**src/rtl/riscv_fetch_unit.sv**
```systemverilog
// Instruction fetch stage: PC, credit-limited imem requests, in-order response FIFO, redirect flush.
// Optional misaligned-redirect fault is built when FETCH_MISALIGN_CHECK_EN is defined.
module riscv_fetch_unit #(
    parameter logic [31:0] RESET_PC = 32'h0000_0000,
    parameter int unsigned DEPTH    = 2
) (
    input  logic        clk,
    input  logic        rst,
    output logic        imem_req_valid,
    input  logic        imem_req_ready,
    output logic [31:0] imem_req_addr,
    input  logic        imem_rsp_valid,
    input  logic [31:0] imem_rsp_data,
    input  logic        redirect_valid,
    input  logic [31:0] redirect_pc,
    output logic        instr_valid,
    input  logic        instr_ready,
    output logic [31:0] instr,
    output logic [31:0] instr_pc,
    output logic        fetch_fault
);

    localparam int unsigned     PtrW    = (DEPTH > 1) ? $clog2(DEPTH) : 1;
    localparam int unsigned     CntW    = $clog2(DEPTH + 1);
    localparam logic [CntW:0]   DepthC  = (CntW + 1)'(DEPTH);
    localparam logic [CntW-1:0] CntOne  = CntW'(1);
    localparam logic [PtrW-1:0] PtrOne  = PtrW'(1);
    localparam logic [PtrW-1:0] LastPtr = PtrW'(DEPTH - 1);

    logic [31:0]     pc_q, pc_d;
    logic [31:0]     resp_pc_q, resp_pc_d;
    logic [CntW-1:0] outstanding_q, outstanding_d;
    logic [CntW-1:0] discard_q, discard_d;
    logic [CntW-1:0] count_q, count_d;
    logic [PtrW-1:0] wptr_q, wptr_d, rptr_q, rptr_d;
    logic [31:0]     data_q [DEPTH];
    logic [31:0]     pcs_q  [DEPTH];

    logic [31:0] redirect_aligned;
    logic [CntW:0] inflight;
    logic credit, accept, rsp_ok, drop, push, pop, empty;

`ifdef FETCH_MISALIGN_CHECK_EN
    logic fault_q, fault_d;

    always_comb begin
        fault_d = fault_q;
        if (redirect_valid) begin
            fault_d = (redirect_pc[1:0] != 2'b00);
        end
    end

    always_ff @(posedge clk) begin
        if (rst) begin
            fault_q <= 1'b0;
        end else begin
            fault_q <= fault_d;
        end
    end

    assign fetch_fault = fault_q;
`else
    logic unused_redirect_lsb;
    assign unused_redirect_lsb = ^redirect_pc[1:0];
    assign fetch_fault = 1'b0;
`endif

    assign redirect_aligned = {redirect_pc[31:2], 2'b00};
    assign inflight = {1'b0, outstanding_q} + {1'b0, count_q};
    assign credit   = inflight < DepthC;
    assign empty    = (count_q == '0);

    assign imem_req_valid = !rst && !redirect_valid && credit && !fetch_fault;
    assign imem_req_addr  = pc_q;
    assign instr_valid    = !rst && !empty;
    assign instr          = empty ? 32'h0 : data_q[rptr_q];
    assign instr_pc       = empty ? 32'h0 : pcs_q[rptr_q];

    // Responses with nothing outstanding (e.g. stragglers across a reset) are ignored.
    assign accept = imem_req_valid && imem_req_ready;
    assign rsp_ok = imem_rsp_valid && (outstanding_q != '0);
    assign drop   = rsp_ok && (discard_q != '0);
    assign push   = rsp_ok && !drop && !redirect_valid;
    assign pop    = instr_valid && instr_ready && !redirect_valid;

    always_comb begin
        pc_d          = pc_q;
        resp_pc_d     = resp_pc_q;
        outstanding_d = outstanding_q;
        discard_d     = discard_q;
        count_d       = count_q;
        wptr_d        = wptr_q;
        rptr_d        = rptr_q;

        if (accept && !rsp_ok) begin
            outstanding_d = outstanding_q + CntOne;
        end else if (!accept && rsp_ok) begin
            outstanding_d = outstanding_q - CntOne;
        end

        if (redirect_valid) begin
            // Everything still in flight is stale; a response landing now is dropped here.
            pc_d      = redirect_aligned;
            resp_pc_d = redirect_aligned;
            discard_d = rsp_ok ? (outstanding_q - CntOne) : outstanding_q;
            count_d   = '0;
            wptr_d    = '0;
            rptr_d    = '0;
        end else begin
            if (accept) begin
                pc_d = pc_q + 32'd4;
            end
            if (drop) begin
                discard_d = discard_q - CntOne;
            end
            if (push) begin
                resp_pc_d = resp_pc_q + 32'd4;
                wptr_d    = (wptr_q == LastPtr) ? '0 : wptr_q + PtrOne;
            end
            if (pop) begin
                rptr_d = (rptr_q == LastPtr) ? '0 : rptr_q + PtrOne;
            end
            if (push && !pop) begin
                count_d = count_q + CntOne;
            end else if (!push && pop) begin
                count_d = count_q - CntOne;
            end
        end
    end

    always_ff @(posedge clk) begin
        if (rst) begin
            pc_q          <= RESET_PC;
            resp_pc_q     <= RESET_PC;
            outstanding_q <= '0;
            discard_q     <= '0;
            count_q       <= '0;
            wptr_q        <= '0;
            rptr_q        <= '0;
        end else begin
            pc_q          <= pc_d;
            resp_pc_q     <= resp_pc_d;
            outstanding_q <= outstanding_d;
            discard_q     <= discard_d;
            count_q       <= count_d;
            wptr_q        <= wptr_d;
            rptr_q        <= rptr_d;
        end
    end

    always_ff @(posedge clk) begin
        if (push) begin
            data_q[wptr_q] <= imem_rsp_data;
            pcs_q[wptr_q]  <= resp_pc_q;
        end
    end

endmodule

```
**config.mk**
```make
export PLATFORM = sky130hd
export DESIGN_NAME = riscv_fetch_unit
export DESIGN_NICKNAME = d
export VERILOG_FILES = /design/src/rtl/riscv_fetch_unit.sv
export SDC_FILE = /design/constraint.sdc
export NUM_CORES = 1
export LEC_CHECK = 0
export ABC_CLOCK_PERIOD_IN_PS = 7700
export BUFFER_PORTS_ARGS = -buffer_cell sky130_fd_sc_hd__buf_2
export CORE_MARGIN = 2
export CORE_UTILIZATION = 45
export DETAILED_ROUTE_END_ITERATION = 10
export GPL_TIMING_DRIVEN = 0
export MAX_ROUTING_LAYER = met4
export PLACE_DENSITY = 0.79
export SLEW_MARGIN = 20
export SYNTH_ARGS = -nofsm -noshare
export SYNTH_HDL_FRONTEND = slang
export SYNTH_SLANG_ARGS = --single-unit
```
**constraint.sdc**
```tcl
create_clock -name clk -period 7.7 [get_ports clk]
set_input_delay 1.54 -clock clk [delete_from_list [all_inputs] [get_ports clk]]
set_output_delay 1.54 -clock clk [all_outputs]
set_load 0.02 [all_outputs]
```
# Word-level counts from Yosys, hierarchy flattened
# Memory sizes are Yosys's and may differ from the RTL's. A register that Yosys moved wholly into a read port is not among the register bits.
# Cells that the tools add are included.
# Widths: inputs -> output; s select.
[word_totals]
register_bits = 72
ram_bits = 128
inputBits = 70
out_inout_bits = 99
elab_cells = 74
n_memories = 2
[classes]
add_sub_neg = 10
n_lt_le_gt_ge = 1
mux = 21
n_reduce_logical = 31
[memory_table]
columns = ["memory", "depth", "width", "read_ports", "rd_ports_with_merged_regs", "wr", "line_no", "text"]
rows = [
  ["data_q", 2, 32, 1, 1, 1, "36", "logic [31:0] data_q [DEPTH];"],
  ["pcs_q", 2, 32, 1, 1, 1, "37", "logic [31:0] pcs_q [DEPTH];"],
]
[op_table]
columns = ["cell", "n"]
rows = [
  ["$mux 32", 6],
  ["$add 32x3->32 const B", 2],
  ["$logic_and 1x1->1", 14],
  ["$mux 2", 7],
  ["$reduce_bool 2->1", 7],
  ["$logic_not 1->1", 8],
  ["$mux 1", 8],
  ["$sub 2x1->2 const B", 3],
  ["$add 2x1->2 const B", 2],
  ["$add 2x2->3", 1],
  ["$lt 3x2->1 const B", 1],
  ["$add 1x1->1 const B", 2],
  ["$logic_not 2->1", 1],
  ["$reduce_or 2->1", 1],
]

# Logic depth before layout (Yosys ltp)
# Gate-level depths: netlist (run 1).
[depth]
word_depth = 10
depth_mapped = 11

# Worst setup path before layout (run 1)
# Ideal clock, no wire load.
[synth_path]
path_kind = "in2reg"
start = "in redirect_valid"
end = "mem data_q[0][0] (enable)"
setup_time_ps = 558
arrival_ps = 6436
t_required_ps = 7142
path_slack_ps = 706
cell_stages = 4
n_path_buf = 3
path_cell_list = "clkbuf_1 buf_1 clkbuf_1 nor3_1"
[synth_between]
elab_chain_len = 4
[synth_rtl]
columns = ["item", "line_no", "text"]
rows = [
  ["from (decl)", "14", "input logic redirect_valid,"],
  ["$logic_not 1->1", "83", "assign push = rsp_ok && !drop && !redirect_valid;"],
  ["$logic_and 1x1->1", "83", ""],
  ["$mux 1", "152", "if (push) begin"],
  ["$mux 1 (not written as such)", "153", "data_q[wptr_q] <= imem_rsp_data;"],
  ["to (decl)", "36", ""],
]
# No other way between the ends.

# Worst setup path in the final report (run 1)
[layout_path]
start = "in rst"
end = "out instr_valid"
[layout_between]
elab_chain_len = 2
[layout_rtl]
columns = ["item", "line_no", "text"]
rows = [
  ["from (decl)", "8", "input logic rst,"],
  ["$logic_not 1->1", "75", "assign instr_valid = !rst && !empty;"],
  ["$logic_and 1x1->1", "75", ""],
  ["to (decl)", "16", "output logic instr_valid,"],
]
# No other way between the ends.

==> results of run 1 <==
power groups by stage:
stage / sequential [uW] / clock [uW] / combinational, uW
after floorplan: 1260 / 0 / 250
after global placement: 1270 / 0 / 376
after detailed placement: 1260 / 0 / 402
after CTS: 1240 / 928 / 404
after global routing: 1240 / 970 / 442
final: 1240 / 911 / 405
worst max-delay path by stage:
stage / from / endpoint / slack [ps] / cells after the start
global placement: redirect_valid / data_q[0][11] / -2000 / 4
detailed placement: rst / instr_valid / 3200 / 5
global route: rst / instr_valid / 3090 / 5
finish: rst / instr_valid / 3160 / 5
floorplan: redirect_valid / data_q[0][0] / 710 / 4
CTS: rst / instr_valid / 3200 / 5
sequential cells by signal, indices dropped and copies added (netlist names), named ones only:
signal,flops
data_q,64
pcs_q,60
imem_req_addr,30
resp_pc_q,30
count_q,2
discard_q,2
outstanding_q,2
rptr_q,1
wptr_q,1
cell families after synthesis:
| logic type | share of synthesized area [%] |
|---|---|
| AO/OA/AOI/OAI | 10.37 |
| XOR/XNOR | 2.596 |
| adder cells (fa/ha/maj) | 1.084 |
| buffers and inverters | 3.252 |
| flip-flops | 58.19 |
| multiplexers | 7.074 |
| other | 0.04274 |
| AND/OR/NAND/NOR | 17.40 |
metal layers:
layer,wire [um],track usage (%),up-vias
met2,10810,36.34,425
met1,9545,29.48,3275
li1,-,-,3289
met3,2240,5.165,45
met5,0,-,-
met4,467,9.030,0
final cells by class:
cell class	count	area [sq um]
Clock inverter	15	178.9
Sequential cell	193	5105
Fill cell	1681	8645
Tap cell	265	331.6
Clock buffer	17	425.4
Multi-Input combinational cell	509	3408
Buffer	45	191.4
Inverter	25	93.84
Timing Repair Buffer	168	892.1
critical path: stages:
cell      delay (ps)
buf_2            100
clkbuf_1         420
buf_1            650
nor2_1           100
buf_2            190
per-stage QoR:
| stage | area [sq um] | total power [uW] | setup slack, ps | cells | util, % |
|---|---|---|---|---|---|
| after floorplan | 8788 | 1512 | 705.6 | 772 | - |
| after global placement | 9921 | 1642 | -2000 | 1197 | 51.48 |
| after detailed placement | 10020 | 1660 | 3202 | 1205 | 52.01 |
| after CTS | 10630 | 2567 | 3201 | 1237 | 55.14 |
| after global routing | 10630 | 2656 | 3085 | 1237 | 55.14 |
| final | 10630 | 2554 | 3157 | 1237 | 55.14 |
cell usage in the layout, fill, tap and decap left out, types with 7 or more instances in the layout:
| cell | instances |
|---|---|
| buf_2 | 162 |
| edfxtp_1 | 124 |
| nor2_1 | 88 |
| dfxtp_1 | 69 |
| mux2i_1 | 62 |
| nand2_1 | 34 |
| clkbuf_1 | 31 |
| inv_1 | 25 |
| nand4_1 | 24 |
| a21oi_1 | 23 |
| or4_1 | 22 |
| a31oi_1 | 21 |
| clkbuf_16 | 17 |
| nor3_1 | 16 |
| nand3_1 | 16 |
| xnor2_1 | 15 |
| o21bai_1 | 14 |
| and3_1 | 13 |
| a21boi_0 | 13 |
| or3_1 | 12 |
| xor2_1 | 11 |
| nor4_1 | 11 |
| o31ai_1 | 11 |
| o211ai_1 | 9 |
| buf_4 | 9 |
| o21ai_0 | 8 |
| a211oi_1 | 8 |
| and4_1 | 8 |
| a311oi_1 | 7 |
| inv_6 | 7 |
==> results.cfg, run 1 <==
[global_route]
gr-total-overflow = 0
grt_use_total_pct = 23.19
first_global_vias = 6699
grt_pass1_wl_mm = 35.09
grt_max_degree = 48
antenna_found_initial = 0

[finish]
syn_to_final_growth_pct = 21.12
antenna-diode-count = 0
finalNetCount = 1036
drive_gt1_share_pct = 22.63

[worst_hold_path]
min_from = resp_pc_q[24]
min_to = pcs_q[0][24]
whs_path_depth = 0
hp-class = reg2reg

[clock_network]
ctsResizeCount = 0
clkTransAtPathRegs_ps = 70
clock_path_buffers = 2
clock_latency_ps = 440
htree_num_levels = 4
root_buffer = clkbuf_16
cts_tree = done
cts_buffers = 17
clock-sinks = 193
cts_hold_buf = 0
cts_setup_buffers = 0

[critical_path]
crit_path_max_fanout = 10
r2r_end = outstanding_q[1]
crit_required_ps = 6160
reg2reg_slack_ps = 4650
worst_ep_arrival_time_ps = 3000
startpoint_type = input port
rr_worst_depth = 11
path_class = in2out
r2r_start = count_q[0]
crit_path_end_kind = primary output

[power]
ir_drop_mv = 0.1612
combPwrFrac_pct = 15.9
power_density_nw_per_um2 = 240.3
p_leak_uw = 0.003826
intPower_uw = 1845
netSwitchingFraction_pct = 27.77
p_sw_uw = 709.0
clkPwrFrac_pct = 35.7
p_seq_share_pct = 48.5

[synth]
synth_area_per_cell_sq_um = 11.42
synth-seq-cells = 193
syn_area_sq_um = 8773
synth_edf_count = 124
syn_inst = 768
seq_area_frac_synth_pct = 58.19
synth_area_leaders = edfxtp_1 42%, dfxtp_1 16%, mux2i_1 7.1%, nor2_1 3.8%, or4_1 1.9%
netlist_top_cells_count = 124 x edfxtp_1, 88 x nor2_1, 69 x dfxtp_1, 62 x mux2i_1, 34 x nand2_1
synth_area_leader_cell = edfxtp_1
ys.flop_type = edfxtp_1
yosysMostFrequentCell = edfxtp_1
ys_types = 59
yosys.area.top_type_share_pct = 42.44
async_flop_share_pct = 0
yosysWarnings = 0

[drt]
vias = 7034
vias_per_cell = 5.686
wl_per_cell_um = 18.65
drt_iter0_drc = 547
drc = 0
ant_nets = 0
drtPass1Iterations = 5
wirelength_mm = 23.06

[sta]
finalClockSkew_ps = 14.61
whs_ps = 509.2
max_slew_margin_pct = 37.86
drv_slew = 0
period_share_pct = 59.00
fin_tns_setup_ps = 0
fin_crit_ps = 4543
hold_viol_final = 0
fmax_mhz = 220.1
rsz0062_at_grt = no
tightest_slew_ps = 923.6
setup_violations = 0

[place]
place_hpwl_mm = 16.91
gp_congestion = 0.9359
io_buffers = 160

[outcome]
status = finished, final reports clean

[floorplanning]
floorplan.rows = 51
core_sq_um = 19270
die_x_um = 143.6
boundaryPins = 169
initial_core_util_pct = 45.53
die_h_um = 143.6
die_area_sq_um = 20630

[flow_run]
drv_cap = 0
Note: power is estimated with default switching activity, not from simulation.
==> run 2: changes to the inputs <==
ABC_CLOCK_PERIOD_IN_PS = 3700   (was 7700)
PLACE_DENSITY = 0.82   (was 0.79)
clock period = 3.7 ns   (was 7.7 ns; I/O delays follow)
==> results.cfg, run 2 (synthesis results as in run 1) <==
[drt]
wl_met2_mm = 10.24
top_layer = met4
wl_met3_mm = 2.077
drc = 0
wirelength_mm = 22.68
vias = 6980
wl_met1_mm = 9.832
vias_per_cell = 5.661
wl_per_cell_um = 18.39
ant_nets = 0
drt_iter0_drc = 621
drtPass1Iterations = 5

[power]
p_sw_uw = 1383
power_density_nw_per_um2 = 488.6
combPwrFrac_pct = 16.2
p_seq_share_pct = 49.8
netSwitchingFraction_pct = 26.73
clkPwrFrac_pct = 34.0
p_leak_uw = 0.003816
intPower_uw = 3791
ir_drop_mv = 0.3719

[clock_network]
clock_path_buffers = 2
htree_num_levels = 4
root_buffer = clkbuf_16
cts_buffers = 17
cts_hold_buf = 0
clkTransAtPathRegs_ps = 60
clock_latency_ps = 430
cts_setup_buffers = 0
cts_tree = done
clock-sinks = 193
ctsResizeCount = 0

[floorplanning]
boundaryPins = 169
die_h_um = 143.6
die_x_um = 143.6
die_area_sq_um = 20630
initial_core_util_pct = 45.53
core_sq_um = 19270
floorplan.rows = 51

[sta]
finalClockSkew_ps = 10.59
tightest_slew_ps = 938.7
fmax_mhz = 325.1
drv_slew = 0
setup_violations = 0
rsz0062_at_grt = no
max_slew_margin_pct = 36.84
period_share_pct = 83.14
timing.final.ws_setup_ps = 623.7
hold_viol_final = 0
fin_crit_ps = 3076

[finish]
syn_to_final_growth_pct = 20.71
final_common_cell = buf_2
fill_cells = 1710
drive_gt1_share_pct = 22.00
top_regs = data_q: 64 flops, pcs_q: 60 flops
layout_common_cells = 162 x buf_2, 124 x edfxtp_1, 88 x nor2_1
top_register = data_q
antenna-diode-count = 0
stdcell_count = 1233
finalNetCount = 1033
largest_register_ffs = 64

[critical_path]
crit_path_max_fanout = 10
crit_required_ps = 2960
crit_path_end_kind = primary output
path_class = reg2out
startpoint_type = register
worst_ep_arrival_time_ps = 2340

[worst_hold_path]
hp-class = reg2reg

[flow_run]
drv_cap = 0

[global_route]
antenna_found_initial = 0
grt_pass1_wl_mm = 34.59
grt_max_degree = 50
first_global_vias = 6561
gr-total-overflow = 0
grt_use_total_pct = 22.55

[place]
gp_congestion = 0.9512
place_inst = 1202
dpl_worst_slack_ps = 592.8
io_buffers = 160
place_hpwl_mm = 16.45

[outcome]
status = finished, final reports clean
-- run 2: changes by cell type in the layout (fill, tap and decap cells not counted), sizes merged --
cell | before | now
clkinvlp | 3 | 0
clkbuf | 49 | 57
inv | 32 | 29
bufinv | 3 | 1
clkinv | 2 | 1
buf | 181 | 178
-- run 2: area by class of cell --
type	instances	area, sq um	share of cell area (%)
Buffer	45	191.4	1.808
Timing Repair Buffer	165	888.4	8.388
Inverter	25	93.84	0.8861
Clock buffer	25	510.5	4.820
Clock inverter	6	55.05	0.5198
Tap cell	265	331.6	3.131
Sequential cell	193	5105	48.20
Multi-Input combinational cell	509	3415	32.24
-- run 2: critical path, cell delays in order, from the launching register on --
cell,delay [ps]
dfxtp_1,300
clkbuf_1,410
buf_1,650
mux2i_1,310
nor2_1,60
buf_2,180
-- run 2: metrics by stage --
step | total power (uW) | instance area [sq um] | util, % | TNS (ps) | hold WS (ps)
2_1_floorplan | 3140 | 8800 | - | 0 | 423.7
3_3_place_gp | 3403 | 9932 | 51.54 | -120680 | 469.6
3_5_place_dp | 3451 | 10020 | 52.02 | 0 | 484.0
4_1_cts | 5206 | 10590 | 54.95 | 0 | 485.7
5_1_grt | 5380 | 10590 | 54.95 | 0 | 486.4
6_report | 5174 | 10590 | 54.95 | 0 | 500.8
-- run 2: final timing paths --
path / start / to / slack (ps) / cells past startpoint
max: register / instr_pc[10] / 620 / 5
min: resp_pc_q[24] / pcs_q[0][24] / 500 / 0
max reg2reg: count_q[0] / outstanding_q[1] / 740 / 11
min reg2reg: resp_pc_q[24] / pcs_q[0][24] / 500 / 0
-- run 2: routing by layer --
layer  vias to the layer above  global-route usage [%]
li1                       3272                       -
met1                      3289                   29.71
met2                       379                   34.69
met3                        40                   5.198
met4                         0                   7.327
met5                         -                       -
-- run 2: power groups by stage --
stage          Sequential, uW  Clock, uW  Combinational (uW)
3_5_place_dp             2620          0                 833
2_1_floorplan            2620          0                 523
4_1_cts                  2570       1790                 841
5_1_grt                  2590       1870                 918
3_3_place_gp             2620          0                 784
6_report                 2580       1760                 841
==> run 3: changes to the inputs <==
ABC_CLOCK_PERIOD_IN_PS = 3000   (was 3700)
PLACE_DENSITY = 0.79   (was 0.82)
clock period = 3 ns   (was 3.7 ns; I/O delays follow)
==> results.cfg, run 3 (synthesis results as in run 1) <==
[outcome]
status = finished, final reports clean

[sta]
timing.final.ws_setup_ps = 150.2
max_slew_margin_pct = 36.37
period_share_pct = 94.99
finalClockSkew_ps = 14.33
fin_crit_ps = 2850
hold_viol_final = 0
rsz0062_at_grt = no
drv_slew = 0
tightest_slew_ps = 945.7
setup_violations = 0
fmax_mhz = 350.9

[clock_network]
clock_latency_ps = 430
clock_path_buffers = 2
clock-sinks = 193
cts_tree = done
clkTransAtPathRegs_ps = 80
htree_num_levels = 4
cts_buffers = 17
root_buffer = clkbuf_16

[finish]
final_common_cell = buf_2
fill_cells = 1665
multi_input_area_sq_um = 3417
regArea_sq_um = 5105
antenna-diode-count = 0
final_util_pct = 55.13
top_register = data_q
top_regs = data_q: 64 flops, pcs_q: 60 flops
syn_to_final_growth_pct = 21.09
final_area_sq_um = 10620
largest_register_ffs = 64
drive_gt1_share_pct = 23.58
finalNetCount = 1035
layout_common_cells = 166 x buf_2, 124 x edfxtp_1, 87 x nor2_1

[floorplanning]
boundaryPins = 169
die_area_sq_um = 20630
die_x_um = 143.6
die_h_um = 143.6
core_sq_um = 19270
initial_core_util_pct = 45.53
floorplan.rows = 51

[global_route]
grt_pass1_wl_mm = 34.28
gr-total-overflow = 0
grt_max_degree = 43
grt_use_total_pct = 22.42
antenna_found_initial = 0
first_global_vias = 6388

[drt]
wl_per_cell_um = 18.15
drt_iter0_drc = 443
ant_nets = 0
drtPass1Iterations = 7
vias_per_cell = 5.561
vias = 6874
drc = 0
wirelength_mm = 22.43

[place]
io_buffers = 160
place_hpwl_mm = 16.34
gp_congestion = 1.015
place_area_sq_um = 10060
dpl_worst_slack_ps = 120.2

[critical_path]
reg2reg_slack_ps = 150
startpoint_type = register
crit_path_end_kind = register
crit_path_max_fanout = 8
crit_required_ps = 3360
worst_ep_arrival_time_ps = 3210
path_class = reg2reg

[flow_run]
drv_cap = 0

[worst_hold_path]
hp-class = in2reg

[power]
power_density_nw_per_um2 = 596.8
ir_drop_mv = 0.4589
p_leak_uw = 0.003830
==> run 3: path summary, 6_finish.rpt <==
check,cells past startpoint,to,from
setup / recovery,6,imem_req_addr[21],count_q[0]
hold / removal,1,data_q[1][5],imem_rsp_data[5]
setup reg to reg,6,imem_req_addr[21],count_q[0]
hold reg to reg,0,pcs_q[1][24],resp_pc_q[24]
==> run 3: stage by stage <==
| step | setup TNS [ps] | hold WS (ps) | cells | power [uW] |
|---|---|---|---|---|
| 2_1_floorplan | 0 | 423.7 | 772 | 3877 |
| 3_3_place_gp | -80270 | 456.1 | 1197 | 4203 |
| 3_5_place_dp | 0 | 471.0 | 1202 | 4263 |
| 4_1_cts | 0 | 349.9 | 1234 | 6343 |
| 5_1_grt | 0 | 353.6 | 1236 | 6570 |
| 6_report | 0 | 360.7 | 1236 | 6340 |
==> run 3: critical path: stages, from the launching register on <==
cell and delay (ps):
dfxtp_1 460, and2_1 190, fa_1 490, nor4bb_1 530, nand4_1 380, or4_1 570
a31oi_1 170
==> run 3: cell type report <==
type	count	area share (%)
repair buffers	167	8.515
plain buffers	45	2.132
clock inverters	14	1.095
multi-input cells	509	32.16
flip-flops and latches	193	48.05
well taps	265	3.121
inverters	25	0.8833
clock buffers	18	4.040
==> run 3: where the power goes <==
part,internal [uW],switching (uW)
Combinational,400,650
Clock,1140,980
Sequential,3030,145
==> run 3: what timing repair did <==
| action | CTS | global route |
|---|---|---|
| buffers inserted | 0 | 2 |
| endpoints found under the setup margin | 50 | 2 |
| resized for setup | 6 | 0 |
| pin swaps | 0 | 1 |
| cloned | 0 | 0 |
| hold buffers | 0 | 0 |
==> run 3: routing by layer <==
| metal | share of wire [%] | vias up | track usage [%] |
|---|---|---|---|
| met5 | 0 | - | - |
| met4 | 2.6 | 0 | 7.998 |
| met3 | 8.5 | 46 | 4.199 |
| met2 | 45 | 344 | 34.51 |
| met1 | 44 | 3192 | 29.86 |
| li1 | - | 3292 | - |
